==> src/rtl/flit_tx_reader_pkg.sv <==
`default_nettype none
// +----------------------------------------------------------------------+
// | flit_tx_reader_pkg : shared sizing for the flit transmit read path    |
// | Rev 1.0                                                               |
// +----------------------------------------------------------------------+
package flit_tx_reader_pkg;

    localparam int SKID_DEPTH      = 2;
    localparam int FLIT_DATA_WIDTH = 32;
    localparam int OCC_WIDTH       = $clog2(SKID_DEPTH + 1);

    typedef logic [OCC_WIDTH-1:0] occ_t;

endpackage
`default_nettype wire

==> src/rtl/flit_skid2.sv <==
`default_nettype none
// +----------------------------------------------------------------------+
// | flit_skid2 : 2-entry shift skid, e0 is always the head                |
// | Rev 1.0                                                               |
// +----------------------------------------------------------------------+
module flit_skid2
    import flit_tx_reader_pkg::*;
#(
    parameter int DATA_WIDTH = FLIT_DATA_WIDTH
) (
    input  logic                  clk,
    input  logic                  rst,
    input  logic                  push_i,
    input  logic [DATA_WIDTH-1:0] push_data_i,
    input  logic                  pop_i,
    output logic [DATA_WIDTH-1:0] head_data_o,
    output occ_t                  occ_o
);

    occ_t                  occ_q, occ_d;
    logic [DATA_WIDTH-1:0] e0_q, e0_d;
    logic [DATA_WIDTH-1:0] e1_q, e1_d;

    always_comb begin
        e0_d  = e0_q;
        e1_d  = e1_q;
        occ_d = occ_q + {{(OCC_WIDTH-1){1'b0}}, push_i} - {{(OCC_WIDTH-1){1'b0}}, pop_i};
        if (pop_i) begin
            e0_d = e1_q;
        end
        // After a same-cycle pop the head slot is free again, so the arrival takes it.
        if (push_i) begin
            if ((occ_q == '0) || ((occ_q == occ_t'(1)) && pop_i)) begin
                e0_d = push_data_i;
            end else begin
                e1_d = push_data_i;
            end
        end
    end

    always_ff @(posedge clk) begin
        if (rst) begin
            occ_q <= '0;
        end else begin
            occ_q <= occ_d;
        end
    end

    always_ff @(posedge clk) begin
        e0_q <= e0_d;
        e1_q <= e1_d;
    end

    assign head_data_o = e0_q;
    assign occ_o       = occ_q;

`ifndef SYNTHESIS
    a_no_overflow: assert property (@(posedge clk) disable iff (rst)
        !(push_i && (occ_q == occ_t'(SKID_DEPTH))));
    a_no_underflow: assert property (@(posedge clk) disable iff (rst)
        !(pop_i && (occ_q == '0)));
`endif

endmodule
`default_nettype wire

==> src/rtl/flit_tx_reader.sv <==
`default_nettype none
// +----------------------------------------------------------------------+
// | flit_tx_reader : drains a flit FIFO onto a valid/ready transmit link  |
// | Rev 1.0                                                               |
// +----------------------------------------------------------------------+
module flit_tx_reader
    import flit_tx_reader_pkg::*;
#(
    parameter int DATA_WIDTH = FLIT_DATA_WIDTH,
    parameter int CNT_WIDTH  = 16
) (
    input  logic                  clk,
    input  logic                  rst,
    input  logic                  tx_en_i,
    input  logic                  fifo_not_empty_i,
    output logic                  fifo_rd_en_o,
    input  logic [DATA_WIDTH-1:0] fifo_rd_data_i,
    output logic                  tx_valid_o,
    input  logic                  tx_ready_i,
    output logic [DATA_WIDTH-1:0] tx_data_o,
    output logic [CNT_WIDTH-1:0]  tx_count_o,
    output logic                  busy_o
);

    logic                 inflight_q, inflight_d;
    logic [CNT_WIDTH-1:0] tx_count_q, tx_count_d;
    occ_t                 occ;
    logic                 pop;
    logic [OCC_WIDTH:0]   credit_used;

    assign tx_valid_o = (occ != '0);
    assign pop        = tx_valid_o & tx_ready_i;

    // Skid slots committed after this edge; a read is only issued if it has a slot.
    assign credit_used = {1'b0, occ}
                       + {{OCC_WIDTH{1'b0}}, inflight_q}
                       - {{OCC_WIDTH{1'b0}}, pop};

    always_comb begin
        fifo_rd_en_o = !rst && tx_en_i && fifo_not_empty_i
                       && (credit_used < (OCC_WIDTH+1)'(SKID_DEPTH));
        inflight_d   = fifo_rd_en_o;
        tx_count_d   = tx_count_q + {{(CNT_WIDTH-1){1'b0}}, pop};
    end

    always_ff @(posedge clk) begin
        if (rst) begin
            inflight_q <= 1'b0;
            tx_count_q <= '0;
        end else begin
            inflight_q <= inflight_d;
            tx_count_q <= tx_count_d;
        end
    end

    flit_skid2 #(
        .DATA_WIDTH (DATA_WIDTH)
    ) u_skid (
        .clk         (clk),
        .rst         (rst),
        .push_i      (inflight_q),
        .push_data_i (fifo_rd_data_i),
        .pop_i       (pop),
        .head_data_o (tx_data_o),
        .occ_o       (occ)
    );

    assign tx_count_o = tx_count_q;
    assign busy_o     = inflight_q | (occ != '0);

endmodule
`default_nettype wire

==> config.mk <==
export PLATFORM = sky130hd
export DESIGN_NAME = flit_tx_reader
export DESIGN_NICKNAME = d
export VERILOG_FILES = /design/src/rtl/flit_tx_reader_pkg.sv /design/src/rtl/flit_skid2.sv /design/src/rtl/flit_tx_reader.sv
export SDC_FILE = /design/constraint.sdc
export NUM_CORES = 1
export LEC_CHECK = 0
export ABC_AREA = 1
export BUFFER_PORTS_ARGS = -buffer_cell sky130_fd_sc_hd__buf_2
export CORE_UTILIZATION = 58
export CTS_BUF_LIST = sky130_fd_sc_hd__clkbuf_2 sky130_fd_sc_hd__clkbuf_4 sky130_fd_sc_hd__clkbuf_8
export DETAILED_ROUTE_END_ITERATION = 7
export GPL_ROUTABILITY_DRIVEN = 0
export GPL_TIMING_DRIVEN = 0
export PLACE_DENSITY_LB_ADDON = 0.05
export SLEW_MARGIN = 20
export SYNTH_ARGS = -nofsm -noshare
export SYNTH_HDL_FRONTEND = slang
export SYNTH_SLANG_ARGS = --single-unit
==> constraint.sdc <==
create_clock -name clk -period 3.8 [get_ports clk]
set_input_delay 0 -clock clk [delete_from_list [all_inputs] [get_ports clk]]
set_output_delay 0 -clock clk [all_outputs]
set_load 0.01 [all_outputs]
* Word level (Yosys, flattened, before mapping)
Cells that the tools add are included. Widths: inputs -> output; s select.
Word-level totals: latch bits 0, input bits 37, memories 0, register bits 83, bits in writable memories 0, logic and storage cells 27, ROM bits 0
Operators by class: magnitude comparators 1, reduce and logical (&&, ||, !) cells 9, bitwise gates (word level) 3, add/sub/neg operators 5, multipliers 0, eq/ne operators 1, shifts and indexed selects 0, muxes and demuxes 3, divide/modulo/power cells 0
Operators with widths (count):
- $mux 32 | 3
- $add 16x1->16 | 1
- $logic_and 1x1->1 | 4
- $add 2x1->3 | 1
- $lt 3x2->1 const B | 1
- $sub 3x1->3 | 1
- $add 2x1->2 | 1
- $eq 2x1->1 const B | 1
- $logic_not 2->1 | 1
- $reduce_and 2->1 | 1
- $reduce_bool 2->1 | 1
- $sub 2x1->2 | 1
- $and 1x1->1 | 1
- $logic_not 1->1 | 1
- $logic_or 1x1->1 | 1
- $not 1->1 | 1
- $or 1x1->1 | 1

* Logic depth before layout (Yosys ltp)
Gate-level depths: netlist of the first run.
word-level depth 6, mapped depth 12, depth with buffers taken out 11

* Hierarchy
From an unflattened synthesis of the first run, not the netlist that was laid out.
Unflattened totals: cell total of the unflattened synthesis 431, area, all modules 3579.7 um^2
Modules (own cells, without submodules):
- flit_skid2 | area each 2663.8 um^2, seq. area each 1641.6 um^2, instances 1, cells each 298
- flit_tx_reader | area each 915.9 um^2, seq. area each 340.3 um^2, instances 1, cells each 133

* Worst setup path after synthesis of the first run
OpenSTA, ideal clock, no wires.
path type register -> register, from reg u_skid.occ_q[1], in the netlist u_skid.occ_o[1], to reg u_skid.e1_q[0] (enable), data arrival time 1.958 ns, setup time 0.421 ns, cell stages (with the launch flop) 5, data required time 3.379 ns, slack 1.421 ns, path buffers 0, cell sequence dfxtp_1 inv_2 nand2_4 nand2_4 nor2_1
On the way: word-level cells in the longest chain between the ends 6
RTL lines:
- start, declared | line flit_skid2.sv:20 | occ_t occ_q, occ_d;
- start signal, assigned | line flit_skid2.sv:43 | occ_q <= '0;
- start signal, assigned | line flit_skid2.sv:45 | occ_q <= occ_d;
- $reduce_bool 2->1 | line flit_tx_reader.sv:31 | assign tx_valid_o = (occ != '0);
- via tx_valid_o | line flit_tx_reader.sv:18 | output logic tx_valid_o,
- $and 1x1->1 | line flit_tx_reader.sv:32 | assign pop = tx_valid_o & tx_ready_i;
- $logic_and 1x1->1 | line flit_skid2.sv:33 | if ((occ_q == '0) || ((occ_q == occ_t'(1)) && pop_i)) begin
- $logic_or 1x1->1 | line flit_skid2.sv:33
- $not 1->1 (no line)
- $reduce_and 2->1 (no line)
- end signal, assigned | line flit_skid2.sv:51 | e1_q <= e1_d;
- end, declared | line flit_skid2.sv:22 | logic [DATA_WIDTH-1:0] e1_q, e1_d;
The timed path passes the listed nets, and every way through them passes these cells. A chain may end at the register's enable or synchronous reset.

* Worst setup path after layout of the first run
from reg u_skid.occ_q[0], in the netlist u_skid.occ_o[0], to out fifo_rd_en_o
On the way: word-level cells in the longest chain between the ends 5
RTL lines:
- branches (longest 2 deep; another with $add 2x1->3)
- $sub 3x1->3 * | line flit_tx_reader.sv:37 | - {{OCC_WIDTH{1'b0}}, pop};
- via credit_used[1] | line flit_tx_reader.sv:29 | logic [OCC_WIDTH:0] credit_used;
- $lt 3x2->1 * | line flit_tx_reader.sv:41 | && (credit_used < (OCC_WIDTH+1)'(SKID_DEPTH));
- $logic_and 1x1->1 * | line flit_tx_reader.sv:41
- end, declared | line flit_tx_reader.sv:16 | output logic fifo_rd_en_o,
Mark *: on every way through the listed nets, which the timed path passes.

==> results of run 1 <==
==> sequential cells by signal (all words and copies together), names as in the netlist <==
name	cells
tx_count_o	16
u_skid.head_data_o	32
u_skid.occ_o	2
u_skid.e1_q	32
inflight_q	1
==> worst register-to-register path, stage by stage (launching register included) <==
cell     delay (ps)
dfxtp_1         310
inv_1           140
nand2_4          90
nand2_4         110
inv_4            70
buf_6           140
nand2_1         100
o21ai_0         100
ha_1            200
fa_1            480
nor3_1          220
==> repair_timing <==
item                                    CTS  global route
hold endpoints to repair                 72             0
hold buffers                             35             0
endpoints found under the setup margin    0             0
gates resized for setup                   0             0
==> logic make-up after synthesis <==
group / after synthesis
simple gates: 170
flops: 83
xor+xnor: 2
fa+ha+maj: 4
buf+inv: 40
compound gates: 48
==> final timing paths <==
| check | from | endpoint | slack [ps] | cells after the start |
|---|---|---|---|---|
| max | u_skid.occ_o[0] | fifo_rd_en_o | 1350 | 11 |
| min | tx_ready_i | u_skid.head_data_o[0] | 60 | 4 |
| max reg2reg | u_skid.occ_o[0] | inflight_q | 1750 | 10 |
| min reg2reg | tx_count_o[15] | tx_count_o[15] | 470 | 2 |
==> metal layers <==
metal | global-route usage | vias to the layer above | wire, µm
met4 | 0.0962 | 0 | 107
met3 | 0.0588 | 9 | 358
met1 | 0.328 | 1293 | 3220
li1 | - | 1412 | -
met5 | 0 | - | 0
met2 | 0.440 | 95 | 3730
==> metrics by stage <==
stage | cells | setup slack (ps) | hold WS [ps] | instance area, µm²
detailed placement | 506 | 1740 | 193 | 3860
global route | 557 | 1110 | 67.7 | 4430
finish | 557 | 1350 | 55.4 | 4430
CTS | 557 | 1340 | 43.2 | 4430
global placement | 505 | 720 | 192 | 3830
floorplan | 347 | 1420 | 98.9 | 3310
==> area by class of cell <==
| type | count | share of cell area |
|---|---|---|
| repair buffers | 122 | 0.182 |
| inverters | 27 | 0.0234 |
| well taps | 72 | 0.0203 |
| flip-flops and latches | 83 | 0.447 |
| clock inverters | 6 | 0.0203 |
| clock buffers | 10 | 0.0296 |
| multi-input cells | 224 | 0.245 |
| plain buffers | 13 | 0.0316 |
==> where the power goes <==
part           switching (µW)  leakage (µW)  internal [µW]
registers                 110      0.000711           1150
logic                     628       0.00114            504
clock network             314      0.000110            379
==> Yosys cell counts, drive strengths merged <==
master  number
a21oi        9
a31oi       32
buf         13
clkinv       1
dfxtp       51
edfxtp      32
fa           1
ha           3
inv         26
nand2      100
nand3       11
nand3b       1
nand4        1
nor2        55
nor3         2
o21a         1
o21ai        6
xnor2        2
==> layout by cell type, fill, tap and decap left out, types with 3 or more instances in the layout <==
cell type and instances:
buf_2 87, inv_1 24, a31oi_1 32, buf_4 3, a21oi_1 9, nand2_1 91, edfxtp_1 32, nor2_1 52
buf_6 6, dlygate4sd3_1 35, o21ai_0 6, nand2_4 3, ha_1 3, clkbuf_8 9, nand3_1 11, buf_8 3
dfxtp_1 51, nand2_2 5
==> impl_metrics.toml, run 1 <==
[status]
status = "finished clean"

[place]
dpl.hpwl_mm = 4.86
io_buffer_count = 86

[worst_setup_path]
critPathBufInv = 4
cp_cell_sequence = "inv_1 > nand2_4 > nand2_4 > inv_4 > buf_6 > nand2_1 > o21ai_0 > ha_1 > fa_1 > nor3_1 > buf_2"
crit_path_max_fanout = 10
crit_top_cell = "nand2_4"
crit_type = "reg -> out"
end_kind = "primary output"
max_stage_delay_ps = 480
critPathTopFamily = "adder cells"
crit_path_top_delay_cell = "fa_1"
worst-endpoint-required_ps = 3800
cp-start-kind = "register"
crit_arrival_ps = 2450

[floorplan]
dieWidth_um = 77.5
core_um2 = 5510
die_h_um = 77.5
boundaryPins = 88
die-area_um2 = 6010
row_count = 27
initial_core_util = 0.600

[cells_and_area]
finish.utilization = 0.805
nFillCells = 373
area_delta_synth_final_pct = 34.1
multi_input_area_um2 = 1090
fin_nets = 521
n_antenna_cell = 0
regArea_um2 = 1980
final_layout_size_suffix_gt1_frac = 0.268

[global_routing]
grt_pass1_wl_mm = 12.2
grt_pass1_vias = 2728
antenna_found_initial = 0
track_usage = 0.261
grt_max_degree = 18
grt.overflow.total = 0

[clocking]
cts-root-buf = "clkbuf_8"
clkSinkCount = 83
cts_inserted_buffers = 9
postCtsSetupBuffers = 0
cts_buffer_depth = 2
clk_pin_slew_ps = 80
insertion_delay_ps = 340
cts_tree = "built"
htree_num_levels = 3

[routing]
vias = 2809
via_per_inst = 5.04
drc = 0
wl_per_cell_um = 13.3
drt_wl_total_mm = 7.42
ant_nets = 0
drt_iter0_drc = 185
first_pass_iters = 4

[timing]
max_freq_mhz = 408
period_share = 0.644
finClkSkew_ps = 11.6
hold_violations = 0
finalMaxSlewViolations = 0
worstMarginPinSlew_ps = 538
setup_viol = 0
min_period_ps = 2450
rsz0062_at_grt = "no"
relSlewSlack = 0.640
finalSetupTns_ps = 0

[power_and_ir_drop]
vdd_drop_max_mv = 0.507
leakagePower_uw = 0.00196
total_power_uw = 3090
p_per_area_nw_per_um2 = 697

[logic_synthesis]
post-synth-top-area-cell = "dfxtp_1"
synth_area_leaders = "dfxtp_1 (31%), edfxtp_1 (29%), nand2_1 (10%), a31oi_1 (6.1%), nor2_1 (6.0%)"
synthesis.area_um2 = 3310
synthAdderAreaFrac = 0.0174
synth-xor-area-share = 0.00530
synth_top_area_share = 0.309
synth_area_per_cell_um2 = 9.53
yosysSeqAreaShare = 0.600
synth_warnings = 0
synth_compound_area_frac = 0.0855
syn_inst = 347
muxShareOfSynthArea = 0
synth-seq-cells = 83
ys_types = 28
synth_top_family_by_area = "simple AND/OR/NAND/NOR gates"
synth_nets = 388
synth-simple-area-share = 0.218

[run]
maxCapViolCount = 0

[min_path]
hold_path_class = "in -> reg"
No activity file was read; power rests on OpenSTA's default activity.
==> run 2: changes to the inputs <==
--- a/config.mk
+++ b/config.mk
@@ -7,7 +7,7 @@
 export LEC_CHECK = 0
 export ABC_AREA = 1
 export BUFFER_PORTS_ARGS = -buffer_cell sky130_fd_sc_hd__buf_2
-export CORE_UTILIZATION = 58
+export CORE_UTILIZATION = 54
 export CTS_BUF_LIST = sky130_fd_sc_hd__clkbuf_2 sky130_fd_sc_hd__clkbuf_4 sky130_fd_sc_hd__clkbuf_8
 export DETAILED_ROUTE_END_ITERATION = 7
 export GPL_ROUTABILITY_DRIVEN = 0
==> constraint.sdc (replaced) <==
create_clock -name clk -period 2.5 [get_ports clk]
set_input_delay 0 -clock clk [delete_from_list [all_inputs] [get_ports clk]]
set_output_delay 0 -clock clk [all_outputs]
set_load 0.01 [all_outputs]
==> run 2 against run 1 <==
  * Total power rose by 51%
  * Via count fell by 0.61%
  * Clock skew decreased by 4.5 ps
  * Flip-flop and latch count stayed put
  * Hold slack gained 24 ps
  * Count of clock-buffer cells in the layout stayed put
  * Final cell count is 0.72% higher
  * Sequential share of layout area about the same
  * Worst setup slack got worse by 1200 ps
  * Critical endpoint unchanged
==> impl_metrics.toml, run 2 (synthesis results as in run 1) <==
[worst_setup_path]
crit_arrival_ps = 2380
crit_path_top_delay_cell = "fa_2"
reg2reg_depth = 10
r2r_start = "u_skid.occ_o[0]"
cp-start-kind = "register"
crit_type = "reg -> out"
worst-endpoint-required_ps = 2500
max_stage_delay_ps = 470
r2r_end = "inflight_q"
end_kind = "primary output"
reg2reg_slack_ps = 460
crit_path_max_fanout = 16
cp_cell_sequence = "inv_2 > nand2_4 > nand2_8 > inv_6 > nand2_1 > o21ai_0 > ha_2 > fa_2 > nor3_1 > buf_2"
startpoint = "u_skid.occ_o[0]"

[clocking]
insertion_delay_ps = 360
cts-root-buf = "clkbuf_8"
clkSinkCount = 83
cts_tree = "built"
clk_pin_slew_ps = 80
cts_inserted_buffers = 9
cts_buffer_depth = 2
htree_num_levels = 3

[global_routing]
grt_util_met1 = 0.320
use_met2 = 0.397
grt_pass1_vias = 2648
grt.overflow.total = 0
antenna_found_initial = 0
top_usage_layer = "met2"
track_usage = 0.249
met3_usage = 0.0750
grt_pass1_wl_mm = 12.0
grt_max_degree = 24

[timing]
setup_viol = 0
hold_violations = 0
period_share = 0.953
finClkSkew_ps = 7.14
timing.hold.ws_ps = 78.9
max_freq_mhz = 420
min_period_ps = 2380
finalMaxSlewViolations = 0
relSlewSlack = 0.745
finalSetupTns_ps = 0
worstMarginPinSlew_ps = 382
setup_ws_ps = 117

[floorplan]
core_um2 = 5920
initial_core_util = 0.558
dieWidth_um = 80.2
row_count = 28
die_h_um = 80.2
die-area_um2 = 6440
boundaryPins = 88

[cells_and_area]
final_layout_size_suffix_gt1_frac = 0.276
area_delta_synth_final_pct = 34.1
fin_nets = 522
final_common_cell = "nand2_1"
layout_common_cells = "nand2_1 (91), buf_2 (87), nor2_1 (52), dfxtp_1 (50), dlygate4sd3_1 (35)"
nFillCells = 440
n_antenna_cell = 0

[run]
maxCapViolCount = 0

[min_path]
min-delay-start = "tx_ready_i"
hold_path_class = "in -> reg"
whs_path_depth = 4
worstHoldEndpoint = "u_skid.head_data_o[0]"

[routing]
drt_iter0_drc = 172
first_pass_iters = 4
drt_wl_total_mm = 7.59
vias = 2792
via_per_inst = 4.98
drc = 0
ant_nets = 0
wl_per_cell_um = 13.5

[status]
status = "finished clean"

[place]
io_buffer_count = 86
pre_cts_slack_ps = 400
dpl.hpwl_mm = 4.87

[power_and_ir_drop]
leakagePower_uw = 0.00194
total_power_uw = 4670
vdd_drop_max_mv = 0.745
p_per_area_nw_per_um2 = 1050
[run 2: through the flow]
stage | util | instances | area [µm²]
5_1_grt | 0.749 | 561 | 4430
2_1_floorplan | - | 347 | 3310
4_1_cts | 0.748 | 562 | 4430
3_5_place_dp | 0.653 | 509 | 3860
6_report | 0.749 | 561 | 4430
3_3_place_gp | 0.647 | 508 | 3830
[run 2: where the power goes]
part           switching [µW]  internal (µW)
logic                     987            797
clock network             491            473
registers                 167           1760
total                    1650           3020
[run 2: metal layers]
| layer | part of all wire | up-vias |
|---|---|---|
| met3 | 0.056 | 9 |
| li1 | - | 1425 |
| met4 | 0.015 | 0 |
| met2 | 0.47 | 84 |
| met5 | 0 | - |
| met1 | 0.46 | 1274 |
[run 2: worst max-delay path by stage]
stage	slack, ps	depth (start not counted)	to
floorplan	120	4	u_skid.e1_q[0]
CTS	50	12	fifo_rd_en_o
global placement	-600	4	u_skid.e1_q[4]
global route	-20	10	fifo_rd_en_o
finish	120	10	fifo_rd_en_o
detailed placement	400	11	fifo_rd_en_o
[run 2: critical path, delay by kind of cell (launching register included)]
| family | cells | cell delay, ps |
|---|---|---|
| compound gates | 1 | 100 |
| fa+ha+maj | 2 | 680 |
| buf+inv | 3 | 370 |
| flops | 1 | 340 |
| simple gates | 4 | 530 |
[run 2: layout make-up]
| cell class | count | area [µm²] | area share |
|---|---|---|---|
| Sequential cell | 83 | 1980 | 0.447 |
| Tap cell | 75 | 93.8 | 0.0212 |
| Clock inverter | 6 | 66.3 | 0.0150 |
| Multi-Input combinational cell | 224 | 1100 | 0.248 |
| Inverter | 27 | 106 | 0.0240 |
| Clock buffer | 10 | 131 | 0.0296 |
| Buffer | 12 | 129 | 0.0291 |
| Timing Repair Buffer | 124 | 823 | 0.186 |
[run 2: repair_timing]
action                                  4_1_cts  5_1_grt
hold endpoints to repair                     73        0
hold buffers                                 35        0
gates resized for setup                       1        5
buffers inserted                              2        0
pin swaps                                     1        0
endpoints found under the setup margin        1        1
